`src/rtl/sdrc_req_split.sv`:
```
// rtl/sdrc_req_split.sv - splits one application request into page-bounded SDRAM sub-requests
module sdrc_req_split #(
  parameter int APP_AW = 30,
  parameter int APP_RW = 9
) (
  input  logic                clk,
  input  logic                reset_n,
  input  logic [1:0]          cfg_colbits,
  input  logic                req_valid,
  input  logic [APP_AW:0]     req_addr,
  input  logic [APP_RW-1:0]   req_len,
  input  logic                req_wr_n,
  input  logic                req_dma_last,
  output logic                req_ack,
  output logic                sub_req,
  output logic [APP_AW:0]     sub_addr,
  output logic [APP_RW-1:0]   sub_len,
  output logic                sub_wr_n,
  output logic                sub_last,
  output logic                sub_dma_last,
  input  logic                sub_ack,
  output logic                busy
);

  localparam int AW = APP_AW + 1;
  localparam int CW = (APP_RW > 12) ? APP_RW : 12;

  typedef enum logic {IDLE, ISSUE} state_t;

  state_t              state;
  logic [AW-1:0]       cur_addr;
  logic [APP_RW-1:0]   rem_len;
  logic                wr_n_r;
  logic                dma_r;
  logic [1:0]          cb_r;
  logic                req_ack_r;

  logic [3:0]          col_bits;
  logic [11:0]         page_size;
  logic [10:0]         col;
  logic [11:0]         room;
  logic [CW-1:0]       rem_ext;
  logic [CW-1:0]       room_ext;
  logic                fits;
  logic [APP_RW-1:0]   chunk;

  // Room left in the current page; a full page (col=0) gives 2^C, up to 2048.
  always_comb begin
    col_bits  = 4'd8 + {2'b00, cb_r};
    page_size = 12'd1 << col_bits;
    col       = cur_addr[10:0] & page_size[10:0] - 11'd1 & ~11'd0;
    col       = cur_addr[10:0] & (page_size[10:0] - 11'd1);
    room      = page_size - {1'b0, col};
    rem_ext   = CW'(rem_len);
    room_ext  = CW'(room);
    fits      = (rem_ext <= room_ext);
    // When the request does not fit, room < rem_len so it fits in APP_RW bits.
    chunk     = fits ? rem_len : APP_RW'(room);
  end

  always_ff @(posedge clk) begin
    if (!reset_n) begin
      state     <= IDLE;
      cur_addr  <= '0;
      rem_len   <= '0;
      wr_n_r    <= 1'b1;
      dma_r     <= 1'b0;
      cb_r      <= 2'b00;
      req_ack_r <= 1'b0;
    end else begin
      req_ack_r <= 1'b0;
      case (state)
        IDLE: begin
          if (req_valid) begin
            cur_addr  <= req_addr;
            rem_len   <= (req_len == '0) ? APP_RW'(1) : req_len;
            wr_n_r    <= req_wr_n;
            dma_r     <= req_dma_last;
            cb_r      <= cfg_colbits;
            req_ack_r <= 1'b1;
            state     <= ISSUE;
          end
        end
        ISSUE: begin
          if (sub_ack) begin
            if (fits) begin
              state <= IDLE;
            end else begin
              cur_addr <= cur_addr + AW'(chunk);
              rem_len  <= rem_len - chunk;
            end
          end
        end
        default: state <= IDLE;
      endcase
    end
  end

  assign req_ack      = req_ack_r;
  assign sub_req      = (state == ISSUE);
  assign busy         = (state == ISSUE);
  assign sub_addr     = cur_addr;
  assign sub_len      = chunk;
  assign sub_wr_n     = wr_n_r;
  assign sub_last     = (state == ISSUE) && fits;
  assign sub_dma_last = sub_last && dma_r;

endmodule

```
`config.mk`:
```
export PLATFORM = sky130hd
export DESIGN_NAME = sdrc_req_split
export DESIGN_NICKNAME = d
export VERILOG_FILES = /design/src/rtl/sdrc_req_split.sv
export SDC_FILE = /design/constraint.sdc
export NUM_CORES = 1
export LEC_CHECK = 0
export ABC_CLOCK_PERIOD_IN_PS = 5350
export BUFFER_PORTS_ARGS = -buffer_cell sky130_fd_sc_hd__buf_2
export CORE_MARGIN = 2
export CORE_UTILIZATION = 30
export DETAILED_ROUTE_END_ITERATION = 6
export GPL_TIMING_DRIVEN = 0
export PLACE_DENSITY_LB_ADDON = 0.2
export SYNTH_ARGS = -nofsm -noshare
export SYNTH_HDL_FRONTEND = slang
export SYNTH_SLANG_ARGS = --single-unit
```
`constraint.sdc`:
```
create_clock -name clk -period 5.35 [get_ports clk]
set_input_delay 0.535 -clock clk [delete_from_list [all_inputs] [get_ports clk]]
set_output_delay 0.535 -clock clk [all_outputs]
set_load 0.02 [all_outputs]
```
# == After elaboration in Yosys (flattened, before gate mapping) ==
# Cells that the tools add are included.
# classes
muxes,14
n_addsub,5
order_cmp,1
shifts,1
eq_ne,3
n_reduce_logical,6
n_bitwise,3
# ops
operator,count
$mux 31,3
$pmux 31 s2,1
$mux 9,5
$add 31x9->31,1
$pmux 9 s2,1
$le 9x12->1,1
$shl 1x4->12 const A,1
$sub 12x11->12,1
$and 11x11->11,1
$sub 11x1->11 const B,1
$logic_not 9->1,1
$sub 9x9->9,1
$ne 2x2->1 const B,3
$add 4x2->4 const A,1
$mux 1,3
$reduce_and 3->1,1
$logic_and 1x1->1,2
$not 1->1,2
$pmux 1 s2,1
$reduce_and 2->1,1
$reduce_or 2->1,1
# totals
output_inout_bits,46
register_bits,46

# == Depth between registers and ports, before layout ==
# Gate-level depths: netlist of the first run.
# depth
word_depth,11
depth_mapped,24
depth_no_buf,23

# == Worst setup path after synthesis of the first run ==
# OpenSTA, ideal clock, no wires.
# synth_timing
path_kind,flip-flop to flip-flop
from,reg cur_addr[2] (netlist: sub_addr[2])
to,reg cur_addr[20] (netlist: sub_addr[20])
required_time_ps,5230
arrival_ps,5311
n_path_buf,2
path_slack_ps,-81
path_stages_with_launch,23
path_cell_list,dfxtp_1 nor4_4 nand2_1 xnor2_1 inv_1 ha_1 a21oi_1 nand2_1 a211o_1 o2111ai_1 nor2_1 buf_2 o21ai_0 ha_1 fa_1 a21o_1 a221oi_1 a221oi_2 and2_1 buf_2 nand2_1 a32o_1 o31a_1
# synth_between
elab_chain_len,8
elab_cells_between_ends,10
# synth_rtl
element,line_no,source
start: declaration,31,logic [AW-1:0] cur_addr;
start signal: assignment,75,cur_addr <= req_addr;
start signal: assignment,89,cur_addr <= cur_addr + AW'(chunk);
$and 11x11->11,52,col = cur_addr[10:0] & (page_size[10:0] - 11'd1);
$sub 12x11->12,53,"room = page_size - {1'b0, col};"
$le 9x12->1,56,fits = (rem_ext <= room_ext);
$mux 9,58,chunk = fits ? rem_len : APP_RW'(room);
via sub_len[0],17,"output logic [APP_RW-1:0] sub_len,"
$add 31x9->31,89,
$mux 31,86,if (fits) begin
$mux 31,85,if (sub_ack) begin
$pmux 31 s2,72,case (state)
# The timed path passes the listed nets, and every way through them passes these cells. The select of a mux whose other input is x is not followed.
# A chain may end at the register's enable or synchronous reset.

# == Final worst setup path of the first run ==
# layout_timing
from,reg cur_addr[5] (netlist: sub_addr[5])
to,reg cur_addr[24] (netlist: sub_addr[24])
# layout_between
elab_chain_len,8
elab_cells_between_ends,10
# layout_rtl
element,line_no
$and 11x11->11,52
$sub 12x11->12,53
$le 9x12->1,56
$mux 9,58
$add 31x9->31,89
$mux 31,86
$mux 31,85
$pmux 31 s2,72
# Parallel ways exist; a longest one is shown, timed or not. The select of a mux whose other input is x is not followed.

==> impl_metrics.tcl, run 1 <==
set metrics [dict create \
    seq_area_frac_synth_pct 24.6 \
    cts_tree "built" \
    synthSimpleGateAreaFrac_pct 21.7 \
    required_ns 5.54 \
    initial_core_util_pct 30.9 \
    die_y_um 116 \
    die_area_um2 13400 \
    hold_buffers 0 \
    layout-drive-gt1-share_pct 25.9 \
    netlist_area_um2 3740 \
    ys.flop_type "dfxtp_1" \
    drtPass1Iterations 5 \
    syn_avg_cell_area_um2 7.67 \
    pin_count 94 \
    worst-r2r-cell-count 21 \
    grt_pass1_vias 3914 \
    netlist_instances 488 \
    synth.top_cell.area_share_pct 24.6 \
    synthesis.nets 566 \
    power_uw 1560 \
    fin_setup_tns_ns 0 \
    finalCritPeriodShare_pct 96.2 \
    synth_area_leaders "dfxtp_1 25%, ha_1 9.4%, a21oi_1 6.0%" \
    n_fill_cell 1336 \
    layout_common_cells "99 x buf_2, 48 x nor2_1, 44 x a21oi_1, 44 x nand2_1, 41 x dfxtp_1" \
    routedWlPerCell_um 18.8 \
    cp_top_family "simple AND/OR/NAND/NOR gates" \
    drc 0 \
    min_delay_worst_endpoint "sub_wr_n$_SDFFE_PN1P_" \
    routed_wl_um 14300 \
    crit_slowest_cell "fa_1" \
    layout_commonest_cell "buf_2" \
    grt_max_degree 15 \
    num_vias 4193 \
    cp.buffers_inverters 3 \
    cts_max_level 2 \
    synth-compound-area-share_pct 27.6 \
    final_nets 672 \
    num_antenna_cells 0 \
    drv_cap 0 \
    rr_startpoint "sub_addr[5]$_SDFFE_PN0P_" \
    area.growth.synth_to_final_pct 25.8 \
    cts_made_buffers 5 \
    vias_per_cell 5.50 \
    rows 40 \
    synth_adder_area_share_pct 10.4 \
    drt_iter0_drc 297 \
    p_per_area_nw_per_um2 331 \
    drv_slew 0 \
    arrival_ns 5.33 \
    regToRegSetupSlack_ns 0.20 \
    ant_nets 0 \
    layout_min_cycle_time_ns 5.15 \
    clk_pin_slew_ns 0.07 \
    p_leak_uw 0.00205 \
    synth_top_family_by_area "compound AO/OA/AOI/OAI gates" \
    antenna_found_initial 0 \
    min_from "req_wr_n" \
    synth_xor_xnor_area_share_pct 4.68 \
    gp_congestion 0.917 \
    fp.dieW_um 116 \
    max-slew-margin-rel_pct 42.8 \
    holdCritPathClass "primary input to flop" \
    synth_edf_count 0 \
    core_area_um2 12100 \
    r2r_end "sub_addr[24]$_SDFFE_PN0P_" \
    cts-root-buf "clkbuf_16" \
    hold_viol_final 0 \
    yosys-mux-area-fraction_pct 4.78 \
    cp-start-kind "flop" \
    yosys.area.top_type "dfxtp_1" \
    slowest_delay_ns 0.44 \
    synth-seq-cells 46 \
    clk_latency_ns 0.30 \
    grt_pass1_wl_um 21500 \
    setup_viol 0 \
    path_cells "nor4_4, buf_4, and3_1, xnor2_2, ha_1, nand3_1, nor3_1, nor3_1, o2111ai_2, nor2_4, buf_4, mux2_2, fa_1, a21o_1, a221oi_4, a221oi_4, and2_1, clkbuf_4, a21oi_1, nor2_1, o221a_2" \
    synth-async-reset-ratio_pct 0 \
    min_path_cells 3 \
    tightest_slew_ns 0.858 \
    fin_worst_skew_ns 0.0107 \
    cp-end-kind "flop" \
    cp_max_fo 10 \
    outcome "completed" \
    peakVddDrop_uv 146 \
    portBuffers 92 \
    grt.total_usage_pct 21.0 \
    dp_hpwl_um 10600 \
    crit_type "flop to flop" \
    synthDistinctLibCells 62 \
    clk_path_buf_depth 2 \
    fmax_ghz 0.194 \
    cts_sinks 46 \
    grt_overflow 0 \
    yosysWarnings 0 \
]
## flip-flops by register name, indices dropped and copies added (netlist names)
signal    cells
rem_len       9
busy          1
req_ack       1
sub_addr     31
dma_r         1
cb_r          2
sub_wr_n      1
## repair_timing
item,4_1_cts,5_1_grt
gates resized for setup,10,14
endpoints found under the hold margin,0,0
endpoints found under the setup margin,27,25
pin swaps,2,7
cloned,0,0
buffers inserted,3,4
## worst max path at each step
stage | from | end | slack, ns | cells past startpoint
floorplan | sub_addr[2]$_SDFFE_PN0P_ | sub_addr[24]$_SDFFE_PN0P_ | 0.07 | 23
global placement | sub_addr[2]$_SDFFE_PN0P_ | sub_addr[24]$_SDFFE_PN0P_ | -0.72 | 23
detailed placement | sub_addr[2]$_SDFFE_PN0P_ | sub_addr[24]$_SDFFE_PN0P_ | -0.78 | 23
CTS | sub_addr[3]$_SDFFE_PN0P_ | sub_addr[24]$_SDFFE_PN0P_ | -0.03 | 23
global route | sub_addr[5]$_SDFFE_PN0P_ | sub_addr[23]$_SDFFE_PN0P_ | -0.01 | 21
finish | sub_addr[5]$_SDFFE_PN0P_ | sub_addr[24]$_SDFFE_PN0P_ | 0.20 | 21
## tightest hold or removal path, stage by stage
cell and delay (ns):
buf_2 0.07, nand2_1 0.04, nand3_1 0.07
## cell usage after synthesis, drive strengths merged (11+ instances only)
cell type,instances
dfxtp,46
nor3,11
inv,27
o21ai,20
ha,28
a31oi,14
nand3,15
a211oi,14
a21oi,45
nor2,49
xnor2,16
clkbuf,20
nand2,45
## layer usage
| metal | wire, um | share of wire (%) | GRT usage (%) | vias to the layer above |
|---|---|---|---|---|
| met5 | 0 | 0 | 0 | - |
| met4 | 241 | 1.7 | 5.40 | 0 |
| met3 | 797 | 5.6 | 2.41 | 17 |
| met2 | 6750 | 47 | 35.1 | 147 |
| met1 | 6560 | 46 | 28.7 | 2007 |
| li1 | - | - | - | 2022 |
## stage by stage
| stage | worst slack, ns | util [%] | hold WS [ns] | area, um^2 | cells |
|---|---|---|---|---|---|
| 2_1_floorplan | 0.0739 | - | 0.432 | 3740 | 488 |
| 3_3_place_gp | -0.719 | 36.4 | 0.438 | 4410 | 748 |
| 3_5_place_dp | -0.779 | 36.4 | 0.455 | 4410 | 748 |
| 4_1_cts | -0.0267 | 38.2 | 0.465 | 4630 | 759 |
| 5_1_grt | -0.0129 | 38.9 | 0.478 | 4710 | 763 |
| 6_report | 0.203 | 38.9 | 0.459 | 4710 | 763 |
## layout make-up
cell class	count	area (um^2)	area share, %
multi-input combinational	384	2680	56.9
clock buffer	6	129	2.74
inverter	28	105	2.23
tap	168	210	4.47
buffer	30	133	2.82
sequential	46	927	19.7
clock inverter	2	13.8	0.292
timing repair buffer	99	513	10.9
## kinds of logic after synthesis
logic type / after synthesis
buffers and inverters: 58
muxes: 17
xor gates and xnor gates: 20
and+or+nand+nor: 166
AOI/OAI and AO/OA: 151
DFF: 46
adders and majority gates: 30
## report_power, final
part | switching, uW | leakage (uW) | internal, uW
Combinational | 474 | 0.00160 | 323
Clock | 151 | 0.0000708 | 174
Sequential | 54.5 | 0.000381 | 379
Total | 679 | 0.00205 | 876
Power figures use the tool's default switching activity.
==> inputs of run 2 (changes only) <==
--- a/config.mk
+++ b/config.mk
@@ -5,6 +5,7 @@
 export SDC_FILE = /design/constraint.sdc
 export NUM_CORES = 1
 export LEC_CHECK = 0
+export ABC_AREA = 1
 export ABC_CLOCK_PERIOD_IN_PS = 5350
 export BUFFER_PORTS_ARGS = -buffer_cell sky130_fd_sc_hd__buf_2
 export CORE_MARGIN = 2
@@ -12,6 +13,7 @@
 export DETAILED_ROUTE_END_ITERATION = 6
 export GPL_TIMING_DRIVEN = 0
 export PLACE_DENSITY_LB_ADDON = 0.2
+export SKIP_CTS_REPAIR_TIMING = 1
 export SYNTH_ARGS = -nofsm -noshare
 export SYNTH_HDL_FRONTEND = slang
 export SYNTH_SLANG_ARGS = --single-unit
==> run 2 against run 1 <==
  * Clock power hardly changed
  * Combinational power is 21% lower
  * Synthesized cell count is 27% higher
  * Critical endpoint is now sub_addr[25]$_SDFFE_PN0P_
  * Via count is 7.2% higher
  * Non-clock buffer count is 11 lower
  * Critical path type unchanged
==> impl_metrics.tcl, run 2 <==
set metrics [dict create \
    outcome "completed" \
    seq_area_frac_synth_pct 23.7 \
    p_int_uw 774 \
    cp-end-kind "flop" \
    dpl.cell_count 886 \
    tightest_slew_ns 0.799 \
    clk_pin_slew_ns 0.07 \
    area.growth.synth_to_final_pct 22.1 \
    cts_sinks 46 \
    p_per_area_nw_per_um2 290 \
    arrival_ns 5.09 \
    dp_hpwl_um 11200 \
    layout_commonest_cell "nand2_1" \
    num_antenna_cells 0 \
    cts_tree "built" \
    num_vias 4496 \
    setup_viol 0 \
    routed_wl_um 14400 \
    fin_worst_skew_ns 0.00600 \
    die_area_um2 13900 \
    drv_cap 0 \
    peakVddDrop_uv 111 \
    ant_nets 0 \
    multi_input_area_um2 2630 \
    cts_made_buffers 5 \
    layout-drive-gt1-share_pct 18.7 \
    routedWlPerCell_um 16.1 \
    netlist_area_um2 3890 \
    core_area_um2 12600 \
    p_sw_uw 605 \
    grt_pass1_vias 4400 \
    holdCritPathClass "primary input to flop" \
    n_fill_cell 1432 \
    pre_cts_slack_ns 0.00231 \
    clk_latency_ns 0.30 \
    p_leak_uw 0.00226 \
    finalCritPeriodShare_pct 92.2 \
    grt_max_degree 16 \
    layout_min_cycle_time_ns 4.93 \
    setup_ws_ns 0.417 \
    rsz0062_at_grt "no" \
    final_nets 799 \
    slowest_delay_ns 0.36 \
    ys.flop_type "dfxtp_1" \
    portBuffers 92 \
    hold_viol_final 0 \
    synth_edf_count 0 \
    fp.dieW_um 118 \
    yosys.area.top_type "dfxtp_1" \
    required_ns 5.51 \
    pwr-share-comb_pct 45.6 \
    vias_per_cell 5.03 \
    synth-async-reset-ratio_pct 0 \
    swShare_pct 43.9 \
    fmax_ghz 0.203 \
    final_cells 894 \
    grt.total_usage_pct 20.8 \
    clockPowerShare_pct 23.7 \
    synthDistinctLibCells 36 \
    syn_avg_cell_area_um2 6.26 \
    grt_overflow 0 \
    cts_max_level 2 \
    clk_path_buf_depth 2 \
    final_area_um2 4750 \
    cts-root-buf "clkbuf_16" \
    synth.top_cell.area_share_pct 23.7 \
    seq_area_um2 921 \
    yosysWarnings 0 \
    p_seq_share_pct 30.7 \
    gp_congestion 0.902 \
    synth.most_common_cell "nand2_1" \
    largest_register_ff_count 31 \
    grt_pass1_wl_um 23000 \
    pin_count 94 \
    drc 0 \
    drtPass1Iterations 4 \
    crit_slowest_cell "dfxtp_1" \
    die_y_um 118 \
    holdWs_ns 0.460 \
    initial_core_util_pct 30.8 \
    cpMostUsedCell "nand2_1" \
    drv_slew 0 \
    synth-seq-cells 46 \
    cp-start-kind "flop" \
    rows 41 \
    synth_common_cells "158 x nand2_1, 64 x nor2_1, 62 x inv_1, 54 x a21oi_1, 46 x dfxtp_1" \
    netlist_instances 622 \
    placed_area_um2 4570 \
    drt_iter0_drc 326 \
    final_util_pct 37.7 \
    crit_type "flop to flop" \
    max-slew-margin-rel_pct 46.8 \
    antenna_found_initial 0 \
    layout_common_cells "158 x nand2_1, 100 x buf_2, 62 x inv_1, 62 x nor2_1, 54 x a21oi_1" \
    cp_max_fo 10 \
    synth_area_leaders "dfxtp_1 24%, nand2_1 15%, ha_1 9.0%" \
    synthesis.nets 700 \
]
==> run 2: cell type report <==
class                      instances  share of cell area, %
multi-input combinational        484                   55.3
buffer                            26                   2.82
timing repair buffer              92                   9.68
inverter                          66                   5.21
clock buffer                       5                   2.63
clock inverter                     3                  0.447
tap                              172                   4.53
sequential                        46                   19.4
==> run 2: worst max-delay path, delay by kind of cell (launching register included) <==
family	cells	cell delay, ns
AND/OR/NAND/NOR	14	1.53
adder cells (fa/ha/maj)	3	0.92
XOR/XNOR	2	0.31
buffers and inverters	5	0.69
AO/OA/AOI/OAI	5	0.94
flip-flops	1	0.36
==> run 2: kinds of logic after synthesis <==
group	count (synthesis)	share of synthesized area (%)
flip-flops	46	23.7
AND/OR/NAND/NOR	290	31.2
XOR/XNOR	27	6.08
buffers and inverters	92	9.67
AO/OA/AOI/OAI	137	19.4
adder cells (fa/ha/maj)	30	10.0
==> run 2: power by group through the flow <==
stage | logic [uW] | registers (uW) | clock network, uW
finish | 628 | 424 | 327
global route | 704 | 429 | 345
CTS | 614 | 422 | 334
detailed placement | 612 | 431 | 0
global placement | 602 | 429 | 0
floorplan | 407 | 444 | 0
==> run 2: worst paths after layout <==
| path | startpoint | end | slack (ns) | depth (start not counted) |
|---|---|---|---|---|
| min reg2reg | sub_wr_n$_SDFFE_PN1P_ | sub_wr_n$_SDFFE_PN1P_ | 0.46 | 2 |
| max | sub_addr[0]$_SDFFE_PN0P_ | sub_addr[25]$_SDFFE_PN0P_ | 0.42 | 29 |
| max reg2reg | sub_addr[0]$_SDFFE_PN0P_ | sub_addr[25]$_SDFFE_PN0P_ | 0.42 | 29 |
| min | req_wr_n | sub_wr_n$_SDFFE_PN1P_ | 0.46 | 3 |
==> run 2: metrics by stage <==
step / setup TNS [ns] / total power [uW]
after global placement: 0 / 1030
after floorplan: 0 / 851
after global routing: 0 / 1480
after detailed placement: 0 / 1040
final: 0 / 1380
after CTS: -0.0538 / 1370
==> run 2: per-layer routing <==
layer / GRT usage, % / vias to the layer above / share of wire [%]
met5: 0 / - / 0
li1: - / 2267 / -
met2: 35.5 / 148 / 46
met4: 5.20 / 0 / 1.9
met3: 3.00 / 19 / 5.8
met1: 27.4 / 2062 / 46
